--- src/rtl/addr_rr_arbiter_mux.sv ---
// =============================================================================
// Module  : addr_rr_arbiter_mux
// Brief   : Round-robin arbitrated, registered address mux toward one ICache
//           port with valid/ready output and a one-cycle ack to the winner.
//           Optional macro ADDR_MUX_PARITY_EN adds registered even parity.
// Revision: 1.0 - initial release
// =============================================================================
`default_nettype none

module addr_rr_arbiter_mux #(
  parameter int NUM_CH = 32,
  parameter int AW     = 32,
  parameter int SELW   = $clog2(NUM_CH)
) (
  input  logic                 clk,
  input  logic                 rst,
  input  logic                 enable,
  input  logic [NUM_CH-1:0]    inReq,
  input  logic [NUM_CH*AW-1:0] inAddr,
  output logic [NUM_CH-1:0]    inAck,
  output logic                 outValid,
  input  logic                 outReady,
  output logic [AW-1:0]        outAddr,
  output logic [SELW-1:0]      outSel,
  output logic                 outPar
);

  localparam logic [SELW:0]   c_NUM_CH = (SELW+1)'(NUM_CH);
  localparam logic [SELW-1:0] c_LAST   = SELW'(NUM_CH-1);

  logic [SELW-1:0]     r_rrPtr;
  logic [SELW-1:0]     r_sel;
  logic [AW-1:0]       r_addr;
  logic                r_valid;
  logic [NUM_CH-1:0]   r_ack;

  logic [2*NUM_CH-1:0] w_dbl;
  logic [NUM_CH-1:0]   w_rot;
  logic                w_found;
  logic [SELW-1:0]     w_off;
  logic [SELW:0]       w_sum;
  logic [SELW-1:0]     w_winner;
  logic [AW-1:0]       w_winAddr;
  logic [NUM_CH-1:0]   w_ackVec;
  logic                w_load;

  // Rotate requests so bit 0 is the pointer position; lowest set bit wins.
  always_comb begin
    w_dbl   = {inReq, inReq} >> r_rrPtr;
    w_rot   = w_dbl[NUM_CH-1:0];
    w_found = 1'b0;
    w_off   = '0;
    for (int j = NUM_CH-1; j >= 0; j--) begin
      if (w_rot[j]) begin
        w_found = 1'b1;
        w_off   = SELW'(j);
      end
    end
    w_sum = {1'b0, r_rrPtr} + {1'b0, w_off};
    if (w_sum >= c_NUM_CH) begin
      w_sum = w_sum - c_NUM_CH;
    end
    w_winner = w_sum[SELW-1:0];
  end

  always_comb begin
    w_winAddr = '0;
    for (int i = 0; i < NUM_CH; i++) begin
      if (SELW'(i) == w_winner) begin
        w_winAddr = inAddr[i*AW +: AW];
      end
    end
  end

  assign w_ackVec = {{(NUM_CH-1){1'b0}}, 1'b1} << w_winner;
  assign w_load   = enable && w_found && (!r_valid || outReady);

  always_ff @(posedge clk or posedge rst) begin
    if (rst) begin
      r_rrPtr <= '0;
      r_sel   <= '0;
      r_addr  <= '0;
      r_valid <= 1'b0;
      r_ack   <= '0;
    end else begin
      r_ack <= '0;
      if (w_load) begin
        r_addr  <= w_winAddr;
        r_sel   <= w_winner;
        r_valid <= 1'b1;
        r_ack   <= w_ackVec;
        r_rrPtr <= (w_winner == c_LAST) ? '0 : w_winner + 1'b1;
      end else if (r_valid && outReady) begin
        r_valid <= 1'b0;
      end
    end
  end

`ifdef ADDR_MUX_PARITY_EN
  logic r_par;

  always_ff @(posedge clk or posedge rst) begin
    if (rst) begin
      r_par <= 1'b0;
    end else if (w_load) begin
      r_par <= ^w_winAddr;
    end
  end

  assign outPar = r_par;
`else
  assign outPar = 1'b0;
`endif

  assign inAck    = r_ack;
  assign outValid = r_valid;
  assign outAddr  = r_addr;
  assign outSel   = r_sel;

endmodule

`default_nettype wire
--- config.mk ---
export PLATFORM = sky130hd
export DESIGN_NAME = addr_rr_arbiter_mux
export DESIGN_NICKNAME = d
export VERILOG_FILES = /design/src/rtl/addr_rr_arbiter_mux.sv
export SDC_FILE = /design/constraint.sdc
export NUM_CORES = 1
export LEC_CHECK = 0
export ABC_AREA = 1
export BUFFER_PORTS_ARGS = -buffer_cell sky130_fd_sc_hd__buf_2
export CAP_MARGIN = 20
export CORE_AREA = 2 2 441 443
export DETAILED_ROUTE_END_ITERATION = 8
export DIE_AREA = 0 0 443 445
export RECOVER_POWER = 50
export SLEW_MARGIN = 40
export SYNTH_ARGS = -nofsm -noshare
export SYNTH_HDL_FRONTEND = slang
export SYNTH_SLANG_ARGS = --single-unit
--- constraint.sdc ---
create_clock -name clk -period 8.7 [get_ports clk]
set_clock_uncertainty 0.2 [all_clocks]
set_input_delay 1.305 -clock clk [delete_from_list [all_inputs] [get_ports clk]]
set_output_delay 1.305 -clock clk [all_outputs]
set_load 0.005 [all_outputs]
# After elaboration in Yosys (flattened, before gate mapping)
# Index checks and enable logic that the tools add are counted.
[totals] word_cells=151 ff_bits=75 input_bits=1060 output_inout_bits=71
[classes] n_reduce_logical=7 shift=2 n_addsub=3 mux=101 magnitude_cmp=1 eq_ne=32
[op_table] operator="32-bit 2-to-1 mux" n=33
[op_table] operator="5-bit 2-to-1 mux" n=34
[op_table] operator="5-bit equality test, first input constant" n=16
[op_table] operator="64-bit by 5-bit >> shifter with 32-bit output" n=1
[op_table] operator="4-bit by 5-bit equality test with 1-bit output, first input constant" n=8
[op_table] operator="1-bit 2-to-1 mux" n=34
[op_table] operator="1-bit by 5-bit left shift with 32-bit output, first input constant" n=1
[op_table] operator="3-bit by 5-bit equality test with 1-bit output, first input constant" n=4
[op_table] operator="2-bit by 5-bit equality test with 1-bit output, first input constant" n=2
[op_table] operator="5-bit by 5-bit adder with 6-bit output" n=1
[op_table] operator="6-bit greater-or-equal comparator, second input constant" n=1
[op_table] operator="5-bit by 1-bit adder with 5-bit output, second input constant" n=1
[op_table] operator="1-bit by 5-bit equality test with 1-bit output, first input constant" n=1
[op_table] operator="5-bit equality test, second input constant" n=1
[op_table] operator="5-bit zero test" n=1
[op_table] operator="5-bit by 1-bit subtractor with 5-bit output, second input constant" n=1
[op_table] operator="1-bit logical AND" n=3
[op_table] operator="2-bit nonzero test" n=1
[op_table] operator="1-bit zero test" n=1
[op_table] operator="1-bit logical OR" n=1

# Depth between registers and ports, before layout
[depth] depth_word=69 mapped_depth=84 depth_no_buf=81

# Least setup slack after synthesis
# No wires, ideal clock.
[synth_path] path_type="input to register" from="in inReq[25]" to="reg r_addr[11] (netlist: outAddr[11])" arrival_time_ps=7328 t_required_ps=8384 slack_ps=1056 n_path_buf=6 path_stages=70 cell_sequence="nand2_1 -> nand3_1 -> nand3_1 -> nand3_1 -> nand3_1 -> o21ai_1 -> inv_1 -> a21oi_1 -> nor2_1 -> nor2_1 -> o21bai_1 -> a31oi_1 -> nor2_1 -> nor2_1 -> nor2_1 -> nor2_1 -> nor2_1 -> nor2_1 -> [34 not listed] -> nand2_1 -> nand2_1 -> nand2_1 -> nand2_1 -> nand3_1 -> nand3_1 -> nand2_1 -> nand2_1 -> nand3_1 -> nand3_1 -> nand2_1 -> nand2_1 -> nand3_1 -> nand3_1 -> nand2_1 -> nand2_1 -> nand2_1 -> nand2_1"
[synth_via] elab_chain_cells=69 elab_cells_between_ends=135 classes_between="2 x add/sub; 1 x order compare; 31 x eq/ne; 1 x shift; 97 x mux; 3 x reduce/logical"
[synth_rtl] item="start, declared" line_no="18" rtl="input logic [NUM_CH-1:0] inReq,"
[synth_rtl] item="64-bit by 5-bit >> shifter with 32-bit output *" line_no="49" rtl="w_dbl = {inReq, inReq} >> r_rrPtr;"
[synth_rtl] item="5-bit 2-to-1 mux (32 in a row)" line_no="54" rtl="if (w_rot[j]) begin"
[synth_rtl] item="5-bit by 5-bit adder with 6-bit output" line_no="59" rtl="w_sum = {1'b0, r_rrPtr} + {1'b0, w_off};"
[synth_rtl] item="5-bit by 1-bit subtractor with 5-bit output / 6-bit greater-or-equal comparator (equally long branches)" line_no="61, 60"
[synth_rtl] item="5-bit 2-to-1 mux" line_no="60" rtl="if (w_sum >= c_NUM_CH) begin"
[synth_rtl] item="5-bit zero test" line_no="69" rtl="if (SELW'(i) == w_winner) begin"
[synth_rtl] item="32-bit 2-to-1 mux (32 in a row)" line_no="69"
[synth_rtl] item="end signal, assigned" line_no="88" rtl="r_addr <= w_winAddr;"
[synth_rtl] item="end, declared" line_no="33" rtl="logic [AW-1:0] r_addr;"
# Every way passes the cells marked *; elsewhere a longest branch is shown, timed or not.
# A chain may end at the register's enable or synchronous reset.

# Worst setup path after layout
[layout_path] from="in inReq[19]" to="reg r_addr[13] (netlist: outAddr[13])"
[layout_via] elab_chain_cells=69 elab_cells_between_ends=135 classes_between="2 x add/sub; 1 x order compare; 31 x eq/ne; 1 x shift; 97 x mux; 3 x reduce/logical"
[layout_rtl] item="64-bit by 5-bit >> shifter with 32-bit output *" line_no="49"
[layout_rtl] item="5-bit 2-to-1 mux (31 in a row)" line_no="54"
[layout_rtl] item="5-bit 2-to-1 mux *" line_no="54"
[layout_rtl] item="5-bit by 5-bit adder with 6-bit output *" line_no="59"
[layout_rtl] item="5-bit by 1-bit subtractor with 5-bit output / 6-bit greater-or-equal comparator (equally long branches)" line_no="61, 60"
[layout_rtl] item="5-bit 2-to-1 mux *" line_no="60"
[layout_rtl] item="net w_sum[2]" line_no="41" rtl="logic [SELW:0] w_sum;"
[layout_rtl] item="5-bit zero test" line_no="69"
[layout_rtl] item="32-bit 2-to-1 mux (31 in a row)" line_no="69"
[layout_rtl] item="32-bit 2-to-1 mux *" line_no="69"
# The timed path passes the listed nets; every way through them passes the cells marked *.

==> results.toml <==
[run_status]
run_status = "finished, violations left"
failed_checks = "max-capacitance violations, max-slew violations, negative setup slack"

[yosys]
yosysUniqueCellTypes = 39
synth_edf_count = 0
syn_inst = 3586
synth.top_cell.area_share_pct = 33.59
async_reset_ff_share_pct = 100.0
yosysSeqAreaShare_pct = 11.01
syn_area_um2 = 17050
synth.most_common_cell = "nand2_1"
synth_common_cells = "nand2_1 (1526), nor2_1 (463), nand3_1 (453)"
synth_seq_cells = 75
ys_warn_count = 0
synth_top_cell_by_area = "nand2_1"
synth.avg_cell_area_um2 = 4.756
syn-num-nets = 4659
synth.area.top_cells = "nand2_1 (34%), nand3_1 (13%), dfrtp_1 (11%)"
synth-main-ff-cell = "dfrtp_1"

[detailed_routing]
first_pass_iters = 6
detail_route.wl_per_cell_um = 26.34
ant_nets = 0
num_vias = 30300
drc = 0
drt-vias-per-instance = 3.986
drt_iter0_drc = 2852
wl_um = 200200

[worst_setup_path]
setup.worst_path.end_class = "flop"
cpPeakStageDelay_ns = 0.39
critPathRequiredTime_ns = 8.81
crit_type = "in -> reg"
start_kind = "primary input"
worstPathMaxFanout = 6
cp_slowest_cell = "fa_2"
critPathMostFrequentCell = "nand2_1"
arrival_ns = 8.94

[cts]
hold_buffers = 0
tritoncts.num_buffers = 9
cts.sinks = 75
cts_max_level = 3
clockBufferDepth = 2
cts-root-buf = "clkbuf_16"
insertion_delay_ns = 0.42
path_clk_slew_ns = 0.08
cts_tree = "done"

[grt]
grt_overflow = 0
grt_max_degree = 53
antenna_found_initial = 65
grt_pass1_wl_um = 256100
grt_usage_pct = 19.26
grt_pass1_vias = 28970

[floorplan]
die_h_um = 445
io_pins = 1131
core_area_um2 = 192000
dieArea_um2 = 197100
die_w_um = 443
rows = 161
start_util_pct = 8.883

[placement]
gp_congestion = 1.032
dp.cells = 7514
port_buffers = 1129
dp_hpwl_um = 174900
placed_area_um2 = 30220

[finish]
area_growth_pct = 106.5
final_cell_area_um2 = 35220
fillers = 22570
final_nets = 6110
instances_no_fill = 7601
final_layout_size_suffix_gt1_share_pct = 52.46

[sta]
report.final.slew_viol_count = 78
setup_viol_count_final = 10
finalCritPeriodShare_pct = 101.4
rsz0062_at_grt = "true"
max_freq_ghz = 0.1133
slew-limit-headroom_pct = -102.9
hold_viol_final = 0
setup_slack_ns = -0.1257
worst_slew_pin_slew_ns = 3.027
fin_setup_tns_ns = -0.4501
min_period_ns = 8.826

[job]
drv_cap = 2

[hold_path]
min_path_type = "reg -> reg"
==> per-layer routing <==
layer	GRT usage [%]	part of all wire [%]	vias up
met5	0	0.033	-
met3	4.237	8.9	240
met2	32.31	47	1521
met4	5.626	3.1	10
met1	24.54	41	14400
li1	-	-	14130
==> logic make-up (layout without fill, tap and decap cells) <==
kind of cell,count (synthesis),count (layout),synth area share [%]
other,1,34,0.02199
xor gates and xnor gates,1,1,0.05137
DFF,75,75,11.01
AOI/OAI and AO/OA,312,312,9.487
adders and majority gates,13,13,0.9978
and+or+nand+nor,2687,2687,66.21
buffers and inverters,497,1953,12.22
==> cell type report <==
cell class              count  area, µm²  share of cell area, %
clock buffers               9      225.2                 0.6394
repair buffers           1667      11690                  33.19
clock inverters             7      58.81                 0.1670
flip-flops and latches     75       1877                  5.329
well taps                2526       3161                  8.973
diodes                     33      82.58                 0.2345
inverters                 270       1044                  2.963
multi-input cells        3014      17090                  48.51
==> worst paths after layout <==
kind | from | endpoint | slack (ns) | depth (start not counted)
max in group asynchronous | rst | outAddr[25] | 3.61 | 3
min reg2reg | outAddr[13] | outAddr[13] | 0.27 | 2
max reg2reg | r_rrPtr[0] | outAddr[13] | -0.01 | 84
min in group asynchronous | rst | outAddr[22] | 1.53 | 2
min | outAddr[13] | outAddr[13] | 0.27 | 2
max | inReq[19] | outAddr[13] | -0.13 | 85
==> sequential cells by signal (all words and copies together) (netlist names) <==
register,cells
inAck,32
outAddr,32
outSel,5
r_rrPtr,5
outValid,1
==> timing repair <==
item,CTS,global route
resized for setup,811,373
pin swaps,291,363
cloned,4,1
buffers inserted,44,24
endpoints found under the setup margin,32,32
endpoints found under the hold margin,0,0
==> cells in the final DEF, fill, tap and decap left out, types with 93 or more instances in the layout <==
master / count
a21oi_1: 169
buf_12: 116
buf_2: 1087
buf_4: 355
inv_1: 235
nand2_1: 1060
nand2_2: 331
nand2_4: 134
nand3_1: 197
nand3_2: 200
nor2_1: 439
o21ai_0: 93
or2_2: 151
==> worst max-delay path, delay by kind of cell <==
family          cells  cell delay [ns]
fa+ha+maj           2             0.58
simple gates       63             4.80
buf+inv            12             1.37
compound gates      8             0.82
==> per-stage QoR <==
stage	worst slack [ns]	util, %	hold slack (ns)
floorplan	1.056	-	0.2724
global placement	-2.082	15.74	0.2577
detailed placement	-1.820	15.74	0.2602
CTS	-0.2898	17.55	0.2767
global route	-0.8424	18.33	0.2961
finish	-0.1257	18.35	0.2723
Power is not shown: default switching activity piles up to over one toggle a cycle in this logic, so the estimate is an artifact.
